**src/rtl/float_div_pkg.sv**
```systemverilog
// Shared definitions for the float divider stages: IEEE-754 single-precision
// field widths, the multiplier pipeline depth and the operand class decode.
package float_div_pkg;

  localparam int FLT_W   = 32;
  localparam int EXP_W   = 8;
  localparam int MAN_W   = 23;
  localparam int MUL_LAT = 5;

  // Class of a single-precision value; the four classes are mutually exclusive.
  typedef struct packed {
    logic nan;
    logic inf;
    logic zero;
    logic denorm;
  } flt_flags_t;

  // Classifies a value from its magnitude bits (sign excluded, it never
  // changes the class). Normal numbers return all flags clear.
  function automatic flt_flags_t flt_classify(input logic [FLT_W-2:0] mag);
    logic [EXP_W-1:0] e;
    logic [MAN_W-1:0] m;
    logic             e_ones;
    logic             e_zero;
    logic             m_zero;
    flt_flags_t       f;
    e        = mag[FLT_W-2 -: EXP_W];
    m        = mag[MAN_W-1:0];
    e_ones   = &e;
    e_zero   = ~|e;
    m_zero   = ~|m;
    f.nan    = e_ones & ~m_zero;
    f.inf    = e_ones &  m_zero;
    f.zero   = e_zero &  m_zero;
    f.denorm = e_zero & ~m_zero;
    return f;
  endfunction

endpackage

```
**src/rtl/float_div_drain_fifo.sv**
```systemverilog
// Circular result buffer for the multiplier drain stage. Exposes its
// occupancy so the parent can reserve space for results still in flight.
module float_div_drain_fifo #(
  parameter  int WIDTH = 40,
  parameter  int DEPTH = 8,
  localparam int AW    = $clog2(DEPTH),
  localparam int CW    = $clog2(DEPTH + 1)
) (
  input  logic             aclk,
  input  logic             arst_n,
  input  logic             push,
  input  logic [WIDTH-1:0] wdata,
  output logic             out_valid,
  input  logic             out_ready,
  output logic [WIDTH-1:0] rdata,
  output logic [CW-1:0]    count
);

  logic [WIDTH-1:0] mem [DEPTH];
  logic [AW-1:0]    wr_ptr;
  logic [AW-1:0]    rd_ptr;
  logic             pop;
  logic             full;

  assign out_valid = (count != '0);
  assign full      = (count == CW'(DEPTH));
  assign pop       = out_valid & out_ready;

  // Storage write.
  // NOTE: the array has no reset; an empty FIFO never exposes it because the
  // read port below is gated by out_valid, so reset only needs the pointers.
  always_ff @(posedge aclk) begin
    if (push) mem[wr_ptr] <= wdata;
  end

  // Pointer and occupancy bookkeeping; DEPTH is a power of two so pointers
  // wrap by plain overflow.
  // NOTE: state is updated with non-blocking assignments so every register
  // samples the pre-edge value of every other register.
  always_ff @(posedge aclk or negedge arst_n) begin
    if (!arst_n) begin
      wr_ptr <= '0;
      rd_ptr <= '0;
      count  <= '0;
    end else begin
      if (push) wr_ptr <= wr_ptr + AW'(1);
      if (pop)  rd_ptr <= rd_ptr + AW'(1);
      unique case ({push, pop})
        2'b10:   count <= count + CW'(1);
        2'b01:   count <= count - CW'(1);
        default: count <= count;
      endcase
    end
  end

  // Head word; reads as zero while empty (no write-to-read bypass).
  assign rdata = out_valid ? mem[rd_ptr] : '0;

  // The parent's stall reservation must make an overflowing push impossible.
  a_no_overflow : assert property (@(posedge aclk) disable iff (!arst_n) !(push && full));

endmodule

```
**src/rtl/float_div_mul_drain.sv**
```systemverilog
// Drain stage behind the pipelined multiplier: tracks which pipeline slots
// carry real operations, captures each result exactly once into a tagged,
// classified FIFO, and stalls the multiplier before any result could be lost.
module float_div_mul_drain
  import float_div_pkg::*;
#(
  parameter int LAT   = MUL_LAT,
  parameter int DEPTH = 8,
  parameter int TAG_W = 4
) (
  input  logic             aclk,
  input  logic             arst_n,
  input  logic             in_valid,
  input  logic [TAG_W-1:0] in_tag,
  input  logic [FLT_W-1:0] x,
  output logic             astall,
  output logic             out_valid,
  input  logic             out_ready,
  output logic [FLT_W-1:0] out_data,
  output logic [TAG_W-1:0] out_tag,
  output logic [3:0]       out_flags
);

  localparam int ENT_W = FLT_W + TAG_W + $bits(flt_flags_t);
  localparam int CNT_W = $clog2(DEPTH + 1);
  localparam int SUM_W = $clog2(DEPTH + LAT + 1);

  // Reserving a slot per in-flight result only works if an empty FIFO can
  // absorb a full pipeline; the pointers also rely on power-of-two wrap.
  if (LAT < 1 || DEPTH < LAT + 1 || (DEPTH & (DEPTH - 1)) != 0) begin : g_bad_params
    $error("float_div_mul_drain: need LAT >= 1, DEPTH >= LAT+1, DEPTH power of two");
  end

  logic             en;
  logic [LAT-1:0]   vld;
  logic [TAG_W-1:0] tag_q [LAT];
  logic             push;
  flt_flags_t       cls;
  logic [ENT_W-1:0] wdata;
  logic [ENT_W-1:0] rdata;
  logic [CNT_W-1:0] count;
  logic [SUM_W-1:0] inflight;

  assign en = ~astall;

  // Valid bits shift in lockstep with the multiplier registers.
  always_ff @(posedge aclk or negedge arst_n) begin
    if (!arst_n) begin
      vld <= '0;
    end else if (en) begin
      vld[0] <= in_valid;
      for (int i = 1; i < LAT; i++) vld[i] <= vld[i-1];
    end
  end

  // Tags ride alongside; unreset because vld qualifies every slot.
  always_ff @(posedge aclk) begin
    if (en) begin
      tag_q[0] <= in_tag;
      for (int i = 1; i < LAT; i++) tag_q[i] <= tag_q[i-1];
    end
  end

  // The last slot is aligned with x; a frozen x is taken only on the first
  // enabled edge, which is what makes capture exactly-once across stalls.
  assign push  = en & vld[LAT-1];
  assign cls   = flt_classify(x[FLT_W-2:0]);
  assign wdata = {x, tag_q[LAT-1], cls};

  float_div_drain_fifo #(
    .WIDTH (ENT_W),
    .DEPTH (DEPTH)
  ) u_fifo (
    .aclk      (aclk),
    .arst_n    (arst_n),
    .push      (push),
    .wdata     (wdata),
    .out_valid (out_valid),
    .out_ready (out_ready),
    .rdata     (rdata),
    .count     (count)
  );

  assign {out_data, out_tag, out_flags} = rdata;

  // Stall when buffered plus in-flight results could fill the FIFO. Built only
  // from registers, so neither out_ready nor in_valid reaches astall.
  assign inflight = SUM_W'($countones(vld));
  assign astall   = (SUM_W'(count) + inflight) >= SUM_W'(DEPTH);

endmodule

```
**config.mk**
```make
export PLATFORM = sky130hd
export DESIGN_NAME = float_div_mul_drain
export DESIGN_NICKNAME = d
export VERILOG_FILES = /design/src/rtl/float_div_pkg.sv /design/src/rtl/float_div_drain_fifo.sv /design/src/rtl/float_div_mul_drain.sv
export SDC_FILE = /design/constraint.sdc
export NUM_CORES = 1
export LEC_CHECK = 0
export ABC_AREA = 1
export CAP_MARGIN = 15
export CELL_PAD_IN_SITES_DETAIL_PLACEMENT = 0
export CELL_PAD_IN_SITES_GLOBAL_PLACEMENT = 1
export CORE_MARGIN = 2
export CORE_UTILIZATION = 48
export DETAILED_ROUTE_END_ITERATION = 10
export PLACE_DENSITY_LB_ADDON = 0.1
export SLEW_MARGIN = 40
export SYNTH_ARGS = -nofsm -noshare
export SYNTH_HDL_FRONTEND = slang
export SYNTH_SLANG_ARGS = --single-unit
```
**constraint.sdc**
```tcl
create_clock -name aclk -period 5.29 [get_ports aclk]
set_clock_uncertainty 0.05 [all_clocks]
set_input_delay 1.058 -clock aclk [delete_from_list [all_inputs] [get_ports aclk]]
set_output_delay 1.058 -clock aclk [all_outputs]
set_load 0.02 [all_outputs]
```
==> impl_results.md <==
- Final min period: 4.63 ns
- Clock buffer depth: 3
- # IOs: 82
- Setup_tns: 0 ns
- Distinct cells, synth: 22
- Drt pass-1 iters: 5
- Initial Util: 0.486
- Via count of the first global-routing pass: just over 9000
- Core area: 30400 µm²
- Cells after synthesis: 1335
- Async set or reset register ratio after synthesis: 0.0423
- Worst VDD drop: just under 0.0004 V
- Least-Margin Pin Slew: 0.805 ns
- Syn Area/Cell: 11.1 µm²
- Number of synthesized register bits: 355
- Hold_buf cts: 0
- Initial DRC count: 737
- Ranking of synthesized cells by area: edfxtp_1 69%, nand2_1 8.2%, nor2_1 7.9%, o21ai_0 3.3%, dfrtp_1 2.5%
- Most common cell in the netlist: edfxtp_1
- CTS tree: done
- Seq/Total Area, Yosys: 0.716
- Post-DRT Antenna Nets: 0
- Area Overhead vs Synth: 16.2%
- Top-area cell type share of the netlist area: 0.690
- Share of layout cells above drive strength 1: 0.0605
- Synth area leader: edfxtp_1
- Startpoint Class: flop
- Clock slew at reported path FFs: 0.06 ns
- Final Hold Viols: 0
- Number of H-tree levels: 2
- Max Cap Viol: 0
- Period utilisation layout: 0.875
- Cts bufs inserted: 37
- Die height: 180 µm
- # resized after CTS: 0
- RSZ-0062 raised after global routing: false
- Vias per inst: 5.05
- Slowest CP cell: clkdlybuf4s50_1
- Setup-failing EPs final: 0
- Grt total ovfl: 0
- Placed cells: approximately 1800
- PortBufs: 81
- Hold crit path type: reg -> reg
- Critical Path AT: 3.52 ns
- Nets: 1463
- ANT cells: 0
- Largest net degree at the start of global routing: 202
- DP HPWL: 17.0 mm
- Setup crit end kind: primary output
- Row cnt: 64
- Crit path required time: 4.18 ns
- Filler Cell Count: 2581
- Via Count: just over 9000
- Predominant post-synthesis flop cell: edfxtp_1
- Synth cell count leaders: 340 x edfxtp_1, 322 x nand2_1, 312 x nor2_1
- CP Max Fanout: 33
- First-pass GRT wire length: 50.5 mm
- Finished Cell Area: 17200 µm²
- DRC viols: 0
- Cell Area, Synth: ~15000 µm²
- Hold Slack: approximately 0.37 ns
- Slew Viols, Final: 0
- YS warnings: 0
- Number of setup buffers added after CTS: 0
- Power Dens Cells: 598 nW/µm²
- Total Wirelength: 31.6 mm
- Pleak: 0.00654 µW
- Cell Chain, Critical Path: inv_1 -> fa_1 -> inv_1 -> ha_1 -> ha_1 -> ha_1 -> nand2_1 -> nand2_1 -> nand3_1 -> nand2_1 -> buf_4 -> inv_1 -> clkdlybuf4s50_1
- Max-slew headroom: 0.462
- Multi-input logic area: 3630 µm²
- Worst skew pair latency: 0.51 ns
- Antenna violations before repair: 0
- DP Area: 16000 µm²
- Post-synth EDFFs: 340
- Wire per inst: 17.2 µm
- Setup ws final: 0.660 ns
- Clock sinks: 355
- Storage cell area: approximately 11000 µm²
- CP Class: reg -> out
- Total die area: 32200 µm²
- Die Wd: 180 µm
- Syn nets: ~1400
- Clock root cell: clkbuf_16
- Crit path largest cell delay: 0.55 ns
- All-Layer GR Usage: 0.197
- Run status: completed
- Max Fclk: 216 MHz
- DP Worst Slack: about 1.2 ns
- Final Non-Filler Cells: approximately 1800
- Final RePlAce weighted congestion: 0.709
[final timing paths]
kind	start	end	slack, ns	cells past startpoint
min in group asynchronous	arst_n	vld[3]	0.42	1
max in group asynchronous	arst_n	u_fifo.rd_ptr[0]	4.43	1
min reg2reg	tag_q[0][12]	tag_q[0][16]	0.37	0
max	vld[0]	astall	0.66	13
max reg2reg	vld[0]	u_fifo.mem[6][3]	1.19	12
min	tag_q[0][12]	tag_q[0][16]	0.37	0
[worst max-delay path, delay by kind of cell, from the launching register on]
kind / cells / cell delay (ns)
flops: 1 / 0.35
fa+ha+maj: 4 / 1.30
buf+inv: 5 / 1.08
simple gates: 4 / 0.28
[through the flow]
stage,total power (µW),util
after global placement,7830,0.526
after floorplan,6400,-
after global routing,11000,0.565
final,10300,0.565
after CTS,10400,0.564
after detailed placement,7870,0.526
[cells by family (layout without fill, tap and decap cells)]
kind of cell / after synthesis / in the layout / synth area share
AOI/OAI and AO/OA: 129 / 129 / 0.0437
adders and majority gates: 12 / 12 / 0.0117
xor gates and xnor gates: 6 / 6 / 0.00355
buffers and inverters: 136 / 238 / 0.0429
and+or+nand+nor: 697 / 697 / 0.182
DFF: 355 / 355 / 0.716
[report_power, final]
group / switching (µW) / internal (µW) / total, µW
sequential: 153 / 3560 / 3710
combinational: 2640 / 1420 / 4060
clock: 1020 / 1490 / 2500
total: 3810 / 6470 / 10300
[cell type report]
cell class                      count  area share
Sequential cell                   355       0.616
Multi-Input combinational cell    844       0.211
Timing Repair Buffer              106      0.0611
Clock buffer                       47      0.0585
Tap cell                          396      0.0288
Inverter                           67      0.0148
Clock inverter                     18     0.00917
[state kept, by name, indices dropped and copies added (netlist names)]
signal         count
vld                5
u_fifo.count       4
u_fifo.rd_ptr      3
u_fifo.wr_ptr      3
tag_q             20
u_fifo.mem       320
[cell usage in the layout, fill, tap and decap left out, drive strengths merged]
cell / synthesis / routed
edfxtp: 340 / 340
nand2: 322 / 322
nor2: 312 / 312
o21ai: 127 / 127
clkdlybuf4s50: 0 / 80
inv: 67 / 67
nand3: 60 / 60
clkbuf: 25 / 48
buf: 44 / 25
dfrtp: 15 / 15
clkinv: 0 / 15
ha: 9 / 9
xor2: 4 / 4
fa: 3 / 3
bufinv: 0 / 3
a21oi: 2 / 2
nand4: 2 / 2
xnor2: 2 / 2
nor2b: 1 / 1
[per-layer routing]
metal  global-route usage  up-vias  wire length [µm]
met5                    0        -                 0
met4               0.0537        0               636
met3               0.0332       49              1480
met2                0.321      208             15100
met1                0.275     4402             14400
li1                     -     4605                 -
Note: power is estimated with default switching activity, not from simulation.
